===== src/rtl/wb_forward_unit_if.sv =====
// rtl/wb_forward_unit_if.sv - EX/decode/regfile signal bundle for the write-back and forwarding unit
interface wb_forward_unit_if #(
    parameter int DATA_W = 64,
    parameter int REG_W  = 5
);
    logic              ex_valid;
    logic              ex_regwrite;
    logic              ex_memtoreg;
    logic              ex_link;
    logic [REG_W-1:0]  ex_rd;
    logic [DATA_W-1:0] ex_result;
    logic [DATA_W-1:0] ex_next_pc;
    logic [DATA_W-1:0] mem_rdata;
    logic [REG_W-1:0]  id_rn;
    logic [REG_W-1:0]  id_rr2;
    logic              id_rn_used;
    logic              id_rr2_used;
    logic              fwd1_hit;
    logic [DATA_W-1:0] fwd1_data;
    logic              fwd2_hit;
    logic [DATA_W-1:0] fwd2_data;
    logic              stall;
    logic              RegWrite;
    logic [REG_W-1:0]  WriteRegister;
    logic [DATA_W-1:0] WriteData;
    logic [31:0]       retired;

    modport master (
        output ex_valid, ex_regwrite, ex_memtoreg, ex_link, ex_rd, ex_result, ex_next_pc,
        output mem_rdata, id_rn, id_rr2, id_rn_used, id_rr2_used,
        input  fwd1_hit, fwd1_data, fwd2_hit, fwd2_data, stall,
        input  RegWrite, WriteRegister, WriteData, retired
    );

    modport slave (
        input  ex_valid, ex_regwrite, ex_memtoreg, ex_link, ex_rd, ex_result, ex_next_pc,
        input  mem_rdata, id_rn, id_rr2, id_rn_used, id_rr2_used,
        output fwd1_hit, fwd1_data, fwd2_hit, fwd2_data, stall,
        output RegWrite, WriteRegister, WriteData, retired
    );
endinterface


===== src/rtl/wb_forward_unit.sv =====
// rtl/wb_forward_unit.sv - MEM/WB pipeline registers, regfile write port, bypass, load-use stall, retire count
module wb_forward_unit #(
    parameter int DATA_W   = 64,
    parameter int REG_W    = 5,
    parameter int ZERO_REG = 31,
    parameter int LINK_REG = 30
) (
    input logic          clk,
    input logic          rst,
    wb_forward_unit_if.slave bus
);
    localparam logic [REG_W-1:0] ZR = REG_W'(ZERO_REG);
    localparam logic [REG_W-1:0] LR = REG_W'(LINK_REG);

    // EX stage view
    logic [REG_W-1:0]  ex_dest;
    logic              ex_we;
    logic              ex_fwd_ok;
    logic [DATA_W-1:0] ex_value;

    // MEM stage register
    logic              mem_valid;
    logic              mem_regwrite;
    logic              mem_memtoreg;
    logic              mem_link;
    logic [REG_W-1:0]  mem_dest;
    logic [DATA_W-1:0] mem_result;
    logic [DATA_W-1:0] mem_next_pc;
    logic              mem_we;
    logic [DATA_W-1:0] mem_value;

    // WB stage register
    logic              wb_valid;
    logic              wb_we;
    logic [REG_W-1:0]  wb_dest;
    logic [DATA_W-1:0] wb_data;

    logic [31:0]       retired_q;

    assign ex_dest   = bus.ex_link ? LR : bus.ex_rd;
    assign ex_we     = bus.ex_valid & bus.ex_regwrite & (ex_dest != ZR);
    // A load's data does not exist yet in EX; it is served from MEM one cycle later.
    assign ex_fwd_ok = ex_we & ~bus.ex_memtoreg;
    assign ex_value  = bus.ex_link ? bus.ex_next_pc : bus.ex_result;

    assign mem_we    = mem_valid & mem_regwrite & (mem_dest != ZR);
    assign mem_value = mem_memtoreg ? bus.mem_rdata :
                       mem_link     ? mem_next_pc   : mem_result;

    // Capture the EX instruction into MEM every cycle; stall never freezes this pipe
    always_ff @(posedge clk or posedge rst) begin
        if (rst) begin
            mem_valid    <= 1'b0;
            mem_regwrite <= 1'b0;
            mem_memtoreg <= 1'b0;
            mem_link     <= 1'b0;
            mem_dest     <= '0;
            mem_result   <= '0;
            mem_next_pc  <= '0;
        end else begin
            mem_valid    <= bus.ex_valid;
            mem_regwrite <= bus.ex_regwrite;
            mem_memtoreg <= bus.ex_memtoreg;
            mem_link     <= bus.ex_link;
            mem_dest     <= ex_dest;
            mem_result   <= bus.ex_result;
            mem_next_pc  <= bus.ex_next_pc;
        end
    end

    // Capture the resolved MEM value and effective write into WB
    always_ff @(posedge clk or posedge rst) begin
        if (rst) begin
            wb_valid <= 1'b0;
            wb_we    <= 1'b0;
            wb_dest  <= '0;
            wb_data  <= '0;
        end else begin
            wb_valid <= mem_valid;
            wb_we    <= mem_we;
            wb_dest  <= mem_dest;
            wb_data  <= mem_value;
        end
    end

    // Count every real instruction leaving WB, whether or not it writes
    always_ff @(posedge clk or posedge rst) begin
        if (rst) begin
            retired_q <= '0;
        end else if (wb_valid) begin
            retired_q <= retired_q + 32'd1;
        end
    end

    assign bus.RegWrite      = wb_we;
    assign bus.WriteRegister = wb_dest;
    assign bus.WriteData     = wb_data;
    assign bus.retired       = retired_q;

    // Youngest producer wins: EX, then MEM, then WB; returns {hit, data}
    function automatic logic [DATA_W:0] fwd_pick(
        input logic              used,
        input logic [REG_W-1:0]  addr,
        input logic              e_ok,
        input logic [REG_W-1:0]  e_dest,
        input logic [DATA_W-1:0] e_val,
        input logic              m_ok,
        input logic [REG_W-1:0]  m_dest,
        input logic [DATA_W-1:0] m_val,
        input logic              w_ok,
        input logic [REG_W-1:0]  w_dest,
        input logic [DATA_W-1:0] w_val
    );
        logic [DATA_W:0] r;
        r = '0;
        if (used && addr != ZR) begin
            if (e_ok && e_dest == addr)      r = {1'b1, e_val};
            else if (m_ok && m_dest == addr) r = {1'b1, m_val};
            else if (w_ok && w_dest == addr) r = {1'b1, w_val};
        end
        return r;
    endfunction

    assign {bus.fwd1_hit, bus.fwd1_data} = fwd_pick(bus.id_rn_used, bus.id_rn,
        ex_fwd_ok, ex_dest, ex_value, mem_we, mem_dest, mem_value, wb_we, wb_dest, wb_data);
    assign {bus.fwd2_hit, bus.fwd2_data} = fwd_pick(bus.id_rr2_used, bus.id_rr2,
        ex_fwd_ok, ex_dest, ex_value, mem_we, mem_dest, mem_value, wb_we, wb_dest, wb_data);

    assign bus.stall = bus.ex_valid & bus.ex_regwrite & bus.ex_memtoreg & (bus.ex_rd != ZR) &
                       ((bus.id_rn_used  & (bus.id_rn  == bus.ex_rd)) |
                        (bus.id_rr2_used & (bus.id_rr2 == bus.ex_rd)));
endmodule

===== src/flat_wrapper.sv =====
// flat-port wrapper written by rule: the top's interface ports become plain ports
module wb_forward_unit_flat 
#(
    parameter int DATA_W   = 64,
    parameter int REG_W    = 5,
    parameter int ZERO_REG = 31,
    parameter int LINK_REG = 30
)
  (clk, rst, bus_ex_valid, bus_ex_regwrite, bus_ex_memtoreg, bus_ex_link, bus_ex_rd, bus_ex_result, bus_ex_next_pc, bus_mem_rdata, bus_id_rn, bus_id_rr2, bus_id_rn_used, bus_id_rr2_used, bus_fwd1_hit, bus_fwd1_data, bus_fwd2_hit, bus_fwd2_data, bus_stall, bus_RegWrite, bus_WriteRegister, bus_WriteData, bus_retired);
  wb_forward_unit_if #(.DATA_W(DATA_W), .REG_W(REG_W)) bus_i ();
  input logic clk;
  input logic rst;
  input wire logic [$bits(bus_i.ex_valid)-1:0] bus_ex_valid;
  input wire logic [$bits(bus_i.ex_regwrite)-1:0] bus_ex_regwrite;
  input wire logic [$bits(bus_i.ex_memtoreg)-1:0] bus_ex_memtoreg;
  input wire logic [$bits(bus_i.ex_link)-1:0] bus_ex_link;
  input wire logic [$bits(bus_i.ex_rd)-1:0] bus_ex_rd;
  input wire logic [$bits(bus_i.ex_result)-1:0] bus_ex_result;
  input wire logic [$bits(bus_i.ex_next_pc)-1:0] bus_ex_next_pc;
  input wire logic [$bits(bus_i.mem_rdata)-1:0] bus_mem_rdata;
  input wire logic [$bits(bus_i.id_rn)-1:0] bus_id_rn;
  input wire logic [$bits(bus_i.id_rr2)-1:0] bus_id_rr2;
  input wire logic [$bits(bus_i.id_rn_used)-1:0] bus_id_rn_used;
  input wire logic [$bits(bus_i.id_rr2_used)-1:0] bus_id_rr2_used;
  output wire logic [$bits(bus_i.fwd1_hit)-1:0] bus_fwd1_hit;
  output wire logic [$bits(bus_i.fwd1_data)-1:0] bus_fwd1_data;
  output wire logic [$bits(bus_i.fwd2_hit)-1:0] bus_fwd2_hit;
  output wire logic [$bits(bus_i.fwd2_data)-1:0] bus_fwd2_data;
  output wire logic [$bits(bus_i.stall)-1:0] bus_stall;
  output wire logic [$bits(bus_i.RegWrite)-1:0] bus_RegWrite;
  output wire logic [$bits(bus_i.WriteRegister)-1:0] bus_WriteRegister;
  output wire logic [$bits(bus_i.WriteData)-1:0] bus_WriteData;
  output wire logic [$bits(bus_i.retired)-1:0] bus_retired;
  assign bus_i.ex_valid = bus_ex_valid;
  assign bus_i.ex_regwrite = bus_ex_regwrite;
  assign bus_i.ex_memtoreg = bus_ex_memtoreg;
  assign bus_i.ex_link = bus_ex_link;
  assign bus_i.ex_rd = bus_ex_rd;
  assign bus_i.ex_result = bus_ex_result;
  assign bus_i.ex_next_pc = bus_ex_next_pc;
  assign bus_i.mem_rdata = bus_mem_rdata;
  assign bus_i.id_rn = bus_id_rn;
  assign bus_i.id_rr2 = bus_id_rr2;
  assign bus_i.id_rn_used = bus_id_rn_used;
  assign bus_i.id_rr2_used = bus_id_rr2_used;
  assign bus_fwd1_hit = bus_i.fwd1_hit;
  assign bus_fwd1_data = bus_i.fwd1_data;
  assign bus_fwd2_hit = bus_i.fwd2_hit;
  assign bus_fwd2_data = bus_i.fwd2_data;
  assign bus_stall = bus_i.stall;
  assign bus_RegWrite = bus_i.RegWrite;
  assign bus_WriteRegister = bus_i.WriteRegister;
  assign bus_WriteData = bus_i.WriteData;
  assign bus_retired = bus_i.retired;
  wb_forward_unit #(.DATA_W(DATA_W), .REG_W(REG_W), .ZERO_REG(ZERO_REG), .LINK_REG(LINK_REG)) u_core (.clk(clk), .rst(rst), .bus(bus_i));
endmodule

===== config.mk =====
export PLATFORM = sky130hd
export DESIGN_NAME = wb_forward_unit_flat
export DESIGN_NICKNAME = d
export VERILOG_FILES = /design/src/rtl/wb_forward_unit_if.sv /design/src/rtl/wb_forward_unit.sv /design/src/flat_wrapper.sv
export SDC_FILE = /design/constraint.sdc
export NUM_CORES = 1
export LEC_CHECK = 0
export ABC_CLOCK_PERIOD_IN_PS = 16450
export CORE_AREA = 2 2 174 176
export CTS_CLUSTER_DIAMETER = 40
export DETAILED_ROUTE_END_ITERATION = 12
export DIE_AREA = 0 0 176 178
export PLACE_DENSITY = 0.81
export SLEW_MARGIN = 20
export SYNTH_ARGS = -nofsm -noshare
export SYNTH_HDL_FRONTEND = slang
export SYNTH_SLANG_ARGS = --single-unit

===== constraint.sdc =====
create_clock -name clk -period 16.45 [get_ports clk]
set_clock_uncertainty 0.05 [all_clocks]
set_input_delay 4.1125 -clock clk [delete_from_list [all_inputs] [get_ports clk]]
set_output_delay 4.1125 -clock clk [all_outputs]
set_load 0.01 [all_outputs]

Word level (Yosys, flattened, before mapping)
Cells that the tools add are included.
{"block": "totals", "regBits": 240, "input_bits": 215, "out_inout_bits": 233, "word_cells": 58}
{"block": "classes", "n_addsub": 1, "n_eq_ne": 13, "mux": 12, "n_bitwise": 12, "n_reduce_logical": 8}
{"operator": "2-to-1 mux 65 bit", "n": 8}
{"operator": "2-to-1 mux 64 bit", "n": 3}
{"operator": "equality test 5 bit", "n": 8}
{"operator": "adder 32 x 1 -> 32 bit (second input constant)", "n": 1}
{"operator": "!= test 5 bit (second input constant)", "n": 5}
{"operator": "bitwise AND 1 bit", "n": 10}
{"operator": "logical AND 1 bit", "n": 8}
{"operator": "2-to-1 mux 5 bit", "n": 1}
{"operator": "inverter 1 bit", "n": 1}
{"operator": "bitwise OR 1 bit", "n": 1}

Longest topological paths before layout
Gate-level depths: netlist of run 1.
{"block": "depth", "depth_word": 7, "mapped_depth": 9, "mapped_depth_nobuf": 6}

Least setup slack after synthesis of run 1
OpenSTA, ideal clock, no wires.
{"block": "synth_timing", "path_kind": "input to output", "start": "in bus_id_rr2[1]", "end": "out bus_fwd2_data[22]", "t_arrival_ps": 5848, "setup_slack_ps": 6440, "path_stages": 9, "path_cell_list": "buf_2 > xor2_1 > or4_1 > buf_2 > or2_1 > buf_6 > buf_6 > mux2i_1 > a21oi_1"}
{"block": "synth_between", "elab_chain_len": 6}
{"item": "start, declared", "line": "flat_wrapper.sv:22", "text": "input wire logic [$bits(bus_i.id_rr2)-1:0] bus_id_rr2;"}
{"item": "equality test 5 bit", "line": "wb_forward_unit.sv:119", "text": "else if (w_ok && w_dest == addr) r = {1'b1, w_val};"}
{"item": "logical AND 1 bit", "line": "wb_forward_unit.sv:119"}
{"item": "2-to-1 mux 65 bit", "line": "wb_forward_unit.sv:119"}
{"item": "2-to-1 mux 65 bit", "line": "wb_forward_unit.sv:118", "text": "else if (m_ok && m_dest == addr) r = {1'b1, m_val};"}
{"item": "2-to-1 mux 65 bit", "line": "wb_forward_unit.sv:117", "text": "if (e_ok && e_dest == addr) r = {1'b1, e_val};"}
{"item": "2-to-1 mux 65 bit (*)", "line": "wb_forward_unit.sv:116", "text": "if (used && addr != ZR) begin"}
{"item": "end, declared", "line": "flat_wrapper.sv:28", "text": "output wire logic [$bits(bus_i.fwd2_data)-1:0] bus_fwd2_data;"}
Every way passes the cells marked *; elsewhere a longest branch is shown, timed or not.

Worst setup path in the final report of run 1
{"block": "layout_timing", "start": "in bus_ex_rd[2]", "end": "out bus_fwd2_data[40]"}
{"block": "layout_between", "elab_chain_len": 7}
{"item": "start, declared", "line": "flat_wrapper.sv:17", "text": "input wire logic [$bits(bus_i.ex_rd)-1:0] bus_ex_rd;"}
{"item": "2-to-1 mux 5 bit (*)", "line": "wb_forward_unit.sv:40", "text": "assign ex_dest = bus.ex_link ? LR : bus.ex_rd;"}
{"item": "net u_core.ex_dest[2]", "line": "wb_forward_unit.sv:16", "text": "logic [REG_W-1:0] ex_dest;"}
{"item": "!= test 5 bit", "line": "wb_forward_unit.sv:41", "text": "assign ex_we = bus.ex_valid & bus.ex_regwrite & (ex_dest != ZR);"}
{"item": "bitwise AND 1 bit", "line": "wb_forward_unit.sv:41"}
{"item": "bitwise AND 1 bit", "line": "wb_forward_unit.sv:43", "text": "assign ex_fwd_ok = ex_we & ~bus.ex_memtoreg;"}
{"item": "logical AND 1 bit (*)", "line": "wb_forward_unit.sv:117"}
{"item": "2-to-1 mux 65 bit (*)", "line": "wb_forward_unit.sv:117"}
{"item": "2-to-1 mux 65 bit (*)", "line": "wb_forward_unit.sv:116"}
Mark *: on every way through the listed nets, which the timed path passes. The rest lies on a longest branch.

==> run_results.csv, run 1 <==
group,metric,value,unit
power_and_ir_drop,pwr_dens,94.42,nW/um^2
setup_path,crit_path_cell_trace,"clkdlybuf4s50_1, or2_2, xnor2_1, nand3_4, or2_2, buf_4, a311oi_1, clkdlybuf4s50_1",
cells_and_area,syn_to_final_growth,43.98,%
synth,dominantRegCellSynth,"sky130_fd_sc_hd__dfrtp_1",
cts,deepest_level_of_the_cts_h_tree,2,
global_route,grt_first_pass_wirelength,85.93,mm
cts,clock_latency,0.52,ns
placement,io_buffers,447,
setup_path,ff2ff_setup_slack,13.92,ns
timing,worstMarginPinSlew,1.177,ns
routing,drc_errors,0,
routing,uppermost_signal_routing_layer_after_detailed_routing,"met4",
routing,first_iter_violations,1517,
placement,dp.final_hpwl,37.15,mm
floorplan,dieArea,31330,sq um
placement,placedCellCount,2116,
floorplan,die_extent_in_y,178,um
floorplan,floorplan.core_area,29400,sq um
floorplan,pin_count,448,
setup_path,critical_path_cell_count,8,
timing,timing.final.setup_violations,0,
global_route,antenna_found_initial,4,
timing,slew_headroom,21.52,%
cts,clock-root-buffer,"sky130_fd_sc_hd__clkbuf_16",
power_and_ir_drop,ir_drop,69.56,uV
global_route,first_global_vias,14350,
setup_path,cp_num_buf_inv,3,
floorplan,die_w,176,um
setup_path,worst_path_top_cell_family_by_delay,"simple AND/OR/NAND/NOR gates",
setup_path,worstSetupStartpointType,"input port",
setup_path,critPathMaxFanout,65,
setup_path,timing.critical_path.from,"bus_ex_rd[2]",
synth,avgSynthCellArea,9.755,sq um
cells_and_area,share_of_layout_cells_above_drive_strength_1,11.46,%
routing,num_vias,14120,
cts,cts_inserted_buffers,40,
setup_path,critPathMaxStageDelay,0.90,ns
timing,setup_repair_after_global_routing_missed_its_margin,"no",
global_route,grt_start_max_net_pins,127,
cts,post-cts-setup-buffers,0,
timing,finalHoldViolations,0,
synth,synth_async_sr_flop_share,100.0,%
synth,synth-edff-count,0,
floorplan,starting_utilization_of_the_core_area,46.72,%
cts,numClockSinks,240,
routing,avgRoutedWirePerCell,26.28,um
routing,met3_length,5.637,mm
setup_path,worst_path_max_delay_cell,"sky130_fd_sc_hd__or2_2",
cts,cts.hold.buffers_added,0,
cts,clock_path_buffers,3,
global_route,gr-usage-all-layers,35.83,%
routing,wirelength,57.71,mm
timing,final.period_utilization,75.56,%
setup_path,critPathRequiredTime,12.29,ns
routing,ant_nets,0,
synth,mappedNetlistNets,1624,
setup_path,timing.setup.critical_path_class,"input port to output pin",
setup_path,critical_path.reg2reg.startpoint,"u_core.mem_link",
timing,layout_min_cycle_time,12.43,ns
cells_and_area,final_net_count,1984,
routing,viasPerCell,6.430,
timing,finalMaxSlewViolations,0,
run,drv.max_cap_violation_count,0,
hold_path,hp-class,"flop to flop",
synth,synth.ff_latch_count,240,
timing,timing.setup.tns,0,ns
global_route,globalRoute.totalOverflow,0,
cts,cts_resized,0,
cells_and_area,final_cells,2196,
cts,clkTransAtPathRegs,0.06,ns
setup_path,critical_path.endpoint,"bus_fwd2_data[40]",
synth,synthDistinctLibCells,45,
synth,mappedNetlistArea,13740,sq um
cells_and_area,fin_area,19780,sq um
setup_path,worstSetupEndpointType,"output pin",
placement,postPlaceCellArea,18350,sq um
status,status,"finished, final reports clean",
power_and_ir_drop,leakage_power_figure,7.769,nW
floorplan,floorplan.rows,63,
setup_path,worst-endpoint-arrival,8.27,ns
routing,drt_pass1_iterations,8,
routing,met2RoutedLength,27.30,mm
synth,cells_after_synthesis,1408,
cells_and_area,layout.filler_cells,2254,
placement,gp_routability_congestion,0.9376,
routing,wl_on_met1,21.16,mm
setup_path,reg2reg_to,"u_core.bus.WriteData[37]",
synth,synth.yosys.seq_area_share,43.72,%
timing,fmaxAchievable,80.45,MHz
cts,tritoncts_clock_tree,"done",
setup_path,reg2reg_depth,3,
synth,warning_count_from_the_yosys_run,0,
==> cell usage after synthesis (all sizes together) (22+ instances only) <==
master	count	share of area, %
o21ai	67	2.4
xor2	22	1.4
mux2i	136	9.9
a31oi	28	1.3
buf	41	1.7
clkbuf	110	3.0
mux2	65	5.3
o31ai	59	3.2
xnor2	35	2.2
dfrtp	240	44
nand2	178	4.9
o41ai	64	4.1
a41oi	25	3.0
nor3b	26	1.4
nand4	39	1.8
nor3	82	3.0
a21oi	101	3.7
==> how the worst min path moves through the flow <==
stage | from | to | slack, ns | depth (start not counted)
6_report | u_core.mem_valid | u_core.wb_valid | 0.37 | 0
5_1_grt | u_core.mem_valid | u_core.wb_valid | 0.38 | 0
4_1_cts | u_core.mem_valid | u_core.wb_valid | 0.37 | 0
3_5_place_dp | u_core.mem_valid | u_core.wb_valid | 0.36 | 0
3_3_place_gp | u_core.mem_valid | u_core.wb_valid | 0.36 | 0
2_1_floorplan | u_core.mem_valid | u_core.wb_valid | 0.30 | 0
==> metrics by stage <==
stage	total power, mW	setup WS, ns	utilization, %	hold WS (ns)
after global placement	0.9758	4.119	62.42	0.3578
after floorplan	0.8090	5.699	-	0.3040
after detailed placement	0.9823	4.091	62.42	0.3573
after global routing	1.920	3.859	67.22	0.3773
after CTS	1.867	4.083	67.19	0.3720
final	1.867	4.020	67.26	0.3709
==> worst reg2reg max path, cell delays in order (launching register included) <==
cell and delay (ns):
sky130_fd_sc_hd__dfrtp_4 0.83, sky130_fd_sc_hd__buf_4 0.74, sky130_fd_sc_hd__mux2i_1 0.30, sky130_fd_sc_hd__o21ai_0 0.46
==> state kept, by name, indices dropped and copies added, names as in the netlist <==
name,flops
u_core.bus.RegWrite,1
u_core.bus.WriteData,64
u_core.bus.WriteRegister,5
u_core.bus.retired,32
u_core.mem_dest,5
u_core.mem_link,1
u_core.mem_memtoreg,1
u_core.mem_next_pc,64
u_core.mem_regwrite,1
u_core.mem_result,64
u_core.mem_valid,1
u_core.wb_valid,1
==> layout by cell type, fill, tap and decap left out, types with 3 or more instances in the layout <==
| master | instances |
|---|---|
| sky130_fd_sc_hd__clkdlybuf4s50_1 | 446 |
| sky130_fd_sc_hd__dfrtp_1 | 237 |
| sky130_fd_sc_hd__nand2_1 | 177 |
| sky130_fd_sc_hd__mux2i_1 | 136 |
| sky130_fd_sc_hd__a21oi_1 | 101 |
| sky130_fd_sc_hd__nor3_1 | 82 |
| sky130_fd_sc_hd__o21ai_0 | 65 |
| sky130_fd_sc_hd__mux2_2 | 65 |
| sky130_fd_sc_hd__o41ai_1 | 64 |
| sky130_fd_sc_hd__o31ai_1 | 59 |
| sky130_fd_sc_hd__clkbuf_16 | 41 |
| sky130_fd_sc_hd__nand4_1 | 39 |
| sky130_fd_sc_hd__xnor2_1 | 35 |
| sky130_fd_sc_hd__a31oi_1 | 27 |
| sky130_fd_sc_hd__nor3b_1 | 26 |
| sky130_fd_sc_hd__a41oi_2 | 25 |
| sky130_fd_sc_hd__buf_4 | 23 |
| sky130_fd_sc_hd__xor2_1 | 22 |
| sky130_fd_sc_hd__nand3_1 | 14 |
| sky130_fd_sc_hd__nor2_1 | 11 |
| sky130_fd_sc_hd__diode_2 | 9 |
| sky130_fd_sc_hd__and3_1 | 9 |
| sky130_fd_sc_hd__inv_1 | 9 |
| sky130_fd_sc_hd__inv_6 | 8 |
| sky130_fd_sc_hd__clkinvlp_4 | 6 |
| sky130_fd_sc_hd__bufinv_16 | 6 |
| sky130_fd_sc_hd__and4_1 | 5 |
| sky130_fd_sc_hd__nor2b_1 | 5 |
| sky130_fd_sc_hd__a311oi_1 | 5 |
| sky130_fd_sc_hd__or2_2 | 4 |
| sky130_fd_sc_hd__inv_8 | 3 |
| sky130_fd_sc_hd__clkinv_4 | 3 |
| sky130_fd_sc_hd__clkinv_2 | 3 |
| sky130_fd_sc_hd__dfrtp_4 | 3 |
==> layout make-up <==
cell class	count	area (sq um)	area share [%]
sequential	240	6017	30.43
antenna	9	22.52	0.1139
multi-input combinational	1007	7164	36.23
inverter	10	45.04	0.2278
timing repair buffer	469	4637	23.45
clock buffer	43	1044	5.276
tap	390	488.0	2.467
clock inverter	28	359.1	1.816
==> power breakdown <==
group	leakage, nW	internal [mW]	total, mW	switching, mW
clock network	0.672	0.562	0.887	0.325
registers	2.87	0.631	0.673	0.0420
logic	4.23	0.142	0.308	0.166
==> logic make-up after synthesis <==
kind of cell	count (synthesis)	share of synthesized area, %
buf+inv	161	4.974
xor+xnor	57	3.634
mux	201	15.24
simple gates	388	13.66
fa+ha+maj	1	0.09108
flops	240	43.72
compound gates	360	18.67
==> metal layers <==
metal,track usage [%],vias to the layer above
met4,21.69,0
li1,-,5963
met1,43.33,6894
met5,0,-
met3,7.715,230
met2,58.94,1033
Note: power is estimated with default switching activity, not from simulation.
==> run 2: changes to the inputs <==
--- a/config.mk
+++ b/config.mk
@@ -5,12 +5,12 @@
 export SDC_FILE = /design/constraint.sdc
 export NUM_CORES = 1
 export LEC_CHECK = 0
-export ABC_CLOCK_PERIOD_IN_PS = 16450
-export CORE_AREA = 2 2 174 176
+export ABC_CLOCK_PERIOD_IN_PS = 11300
+export CORE_AREA = 2 2 182 184
 export CTS_CLUSTER_DIAMETER = 40
 export DETAILED_ROUTE_END_ITERATION = 12
-export DIE_AREA = 0 0 176 178
-export PLACE_DENSITY = 0.81
+export DIE_AREA = 0 0 184 186
+export PLACE_DENSITY = 0.78
 export SLEW_MARGIN = 20
 export SYNTH_ARGS = -nofsm -noshare
 export SYNTH_HDL_FRONTEND = slang
==> constraint.sdc (replaced) <==
create_clock -name clk -period 11.3 [get_ports clk]
set_clock_uncertainty 0.05 [all_clocks]
set_input_delay 2.825 -clock clk [delete_from_list [all_inputs] [get_ports clk]]
set_output_delay 2.825 -clock clk [all_outputs]
set_load 0.01 [all_outputs]
==> run 2 against run 1 <==
Compared with the run above: critical path depth down 1; via count down 0.88%; register-to-register slack worse by 5.1 ns; critical endpoint unchanged; largest power group unchanged.
==> run_results.csv, run 2 (synthesized netlist as in run 1, its figures left out) <==
group,metric,value,unit
timing,slew_headroom,23.61,%
run,drv.max_cap_violation_count,0,
routing,drc_errors,0,
setup_path,crit_path_cell_trace,"clkdlybuf4s50_1, xor2_1, or4_2, nor2_4, nand2_1, a311oi_1, clkdlybuf4s50_1",
timing,setup_repair_after_global_routing_missed_its_margin,"no",
routing,ant_nets,0,
setup_path,critPathRequiredTime,8.43,ns
setup_path,cpMostUsedCell,"sky130_fd_sc_hd__clkdlybuf4s50_1",
floorplan,dieArea,34220,sq um
cts,clock-root-buffer,"sky130_fd_sc_hd__clkbuf_16",
setup_path,worst_path_max_delay_cell,"sky130_fd_sc_hd__or4_2",
floorplan,die_extent_in_y,186,um
setup_path,worst-endpoint-arrival,6.75,ns
timing,timing.final.setup_violations,0,
timing,fmaxAchievable,104.0,MHz
routing,first_iter_violations,1316,
placement,io_buffers,447,
setup_path,worstSetupEndpointType,"output pin",
global_route,antenna_found_initial,0,
cts,clkTransAtPathRegs,0.05,ns
routing,viasPerCell,6.333,
global_route,grt_start_max_net_pins,116,
placement,gp_routability_congestion,0.9321,
placement,dp.final_hpwl,36.71,mm
power_and_ir_drop,ir_drop,110.5,uV
floorplan,die_w,184,um
cells_and_area,syn_to_final_growth,43.96,%
timing,hold_ws,0.3499,ns
placement,postPlaceCellArea,18380,sq um
floorplan,pin_count,448,
timing,final.period_utilization,85.13,%
timing,timing.setup.tns,0,ns
setup_path,timing.setup.critical_path_class,"input port to output pin",
global_route,first_global_vias,14320,
routing,num_vias,14000,
hold_path,hp-class,"flop to flop",
timing,worstMarginPinSlew,1.146,ns
global_route,grt_first_pass_wirelength,85.79,mm
routing,avgRoutedWirePerCell,26.29,um
routing,drt_pass1_iterations,5,
cts,cts_resized,0,
setup_path,critPathMaxFanout,27,
global_route,globalRoute.totalOverflow,0,
setup_path,critPathMaxStageDelay,1.11,ns
cts,cts.hold.buffers_added,0,
cells_and_area,share_of_layout_cells_above_drive_strength_1,11.65,%
timing,finalHoldViolations,0,
cells_and_area,layout.cells.most_common_list,"sky130_fd_sc_hd__clkdlybuf4s50_1, sky130_fd_sc_hd__dfrtp_1, sky130_fd_sc_hd__nand2_1",
timing,finalMaxSlewViolations,0,
cells_and_area,fin_area,19770,sq um
cts,clock_path_buffers,3,
cts,cts_inserted_buffers,42,
floorplan,floorplan.core_area,32210,sq um
cts,clock_latency,0.53,ns
routing,wirelength,58.11,mm
cts,post-cts-setup-buffers,0,
power_and_ir_drop,fin_total_pwr,2.680,mW
cts,deepest_level_of_the_cts_h_tree,2,
cells_and_area,antennaDiodeCount,0,
global_route,gr-usage-all-layers,32.88,%
power_and_ir_drop,pwr_dens,135.5,nW/um^2
status,status,"finished, final reports clean",
cts,numClockSinks,240,
setup_path,ff2ff_setup_slack,8.80,ns
floorplan,floorplan.rows,66,
cells_and_area,final_net_count,1985,
cells_and_area,layout.cells.most_common,"sky130_fd_sc_hd__clkdlybuf4s50_1",
power_and_ir_drop,leakage_power_figure,7.786,nW
floorplan,starting_utilization_of_the_core_area,42.65,%
cts,tritoncts_clock_tree,"done",
timing,layout_min_cycle_time,9.620,ns
setup_path,worstSetupStartpointType,"input port",
-- run 2: cell count changes in the layout (fill, tap and decap cells not counted), moves of 2 or more --
cell                         change
sky130_fd_sc_hd__clkbuf_1        +2
sky130_fd_sc_hd__clkinv_2        +8
sky130_fd_sc_hd__buf_4           -2
sky130_fd_sc_hd__clkbuf_8        +4
sky130_fd_sc_hd__clkinvlp_4      -3
sky130_fd_sc_hd__inv_8           -2
sky130_fd_sc_hd__bufinv_16       -3
sky130_fd_sc_hd__diode_2         -9
-- run 2: layout make-up --
type | count | area, sq um
clock buffer | 50 | 1131
clock inverter | 27 | 262.8
fill | 2635 | 12430
inverter | 10 | 45.04
multi-input combinational | 1007 | 7166
sequential | 240 | 6017
tap | 408 | 510.5
timing repair buffer | 468 | 4642
-- run 2: metal layers --
| metal | track usage [%] | vias up | part of all wire (%) |
|---|---|---|---|
| met2 | 55.06 | 980 | 48 |
| met3 | 8.198 | 231 | 10 |
| li1 | - | 5972 | - |
| met1 | 39.38 | 6813 | 37 |
| met5 | 0 | - | 0 |
| met4 | 16.67 | 0 | 5.0 |
-- run 2: worst paths after layout --
path | startpoint | to | cells after the start
setup reg to reg | u_core.mem_link | u_core.bus.WriteData[22] | 3
max in group asynchronous | rst | u_core.mem_link | 4
setup / recovery | bus_id_rr2[2] | bus_fwd2_data[40] | 7
min in group asynchronous | rst | u_core.mem_result[5] | 2
hold / removal | u_core.mem_valid | u_core.wb_valid | 0
hold reg to reg | u_core.mem_valid | u_core.wb_valid | 0
-- run 2: where the power goes --
group          total, mW  switching, mW  leakage, nW  internal (mW)
Clock               1.25          0.462        0.690          0.790
Sequential         0.980         0.0609         2.87          0.919
Combinational      0.448          0.243         4.23          0.205
-- run 2: per-stage QoR --
stage	setup WS [ns]	cells	utilization, %
after floorplan	1.837	1408	-
after global placement	1.885	2133	57.07
after detailed placement	1.817	2133	57.07
after CTS	1.813	2210	61.40
after global routing	1.617	2210	61.40
final	1.680	2210	61.40
-- run 2: critical path: cells and delay by family --
family	cells	cell delay, ns
AO/OA/AOI/OAI	1	0.51
XOR/XNOR	1	0.20
buffers and inverters	2	1.21
AND/OR/NAND/NOR	3	1.97
==> run 3: changes to the inputs <==
--- a/config.mk
+++ b/config.mk
@@ -5,13 +5,13 @@
 export SDC_FILE = /design/constraint.sdc
 export NUM_CORES = 1
 export LEC_CHECK = 0
-export ABC_CLOCK_PERIOD_IN_PS = 11300
 export CORE_AREA = 2 2 182 184
 export CTS_CLUSTER_DIAMETER = 40
+export CTS_CLUSTER_SIZE = 20
 export DETAILED_ROUTE_END_ITERATION = 12
 export DIE_AREA = 0 0 184 186
 export PLACE_DENSITY = 0.78
-export SLEW_MARGIN = 20
+export SLEW_MARGIN = 10
 export SYNTH_ARGS = -nofsm -noshare
 export SYNTH_HDL_FRONTEND = slang
 export SYNTH_SLANG_ARGS = --single-unit
==> results of run 3 <==
Same layout as run 2: the final DEF is identical, and so are final timing and power.
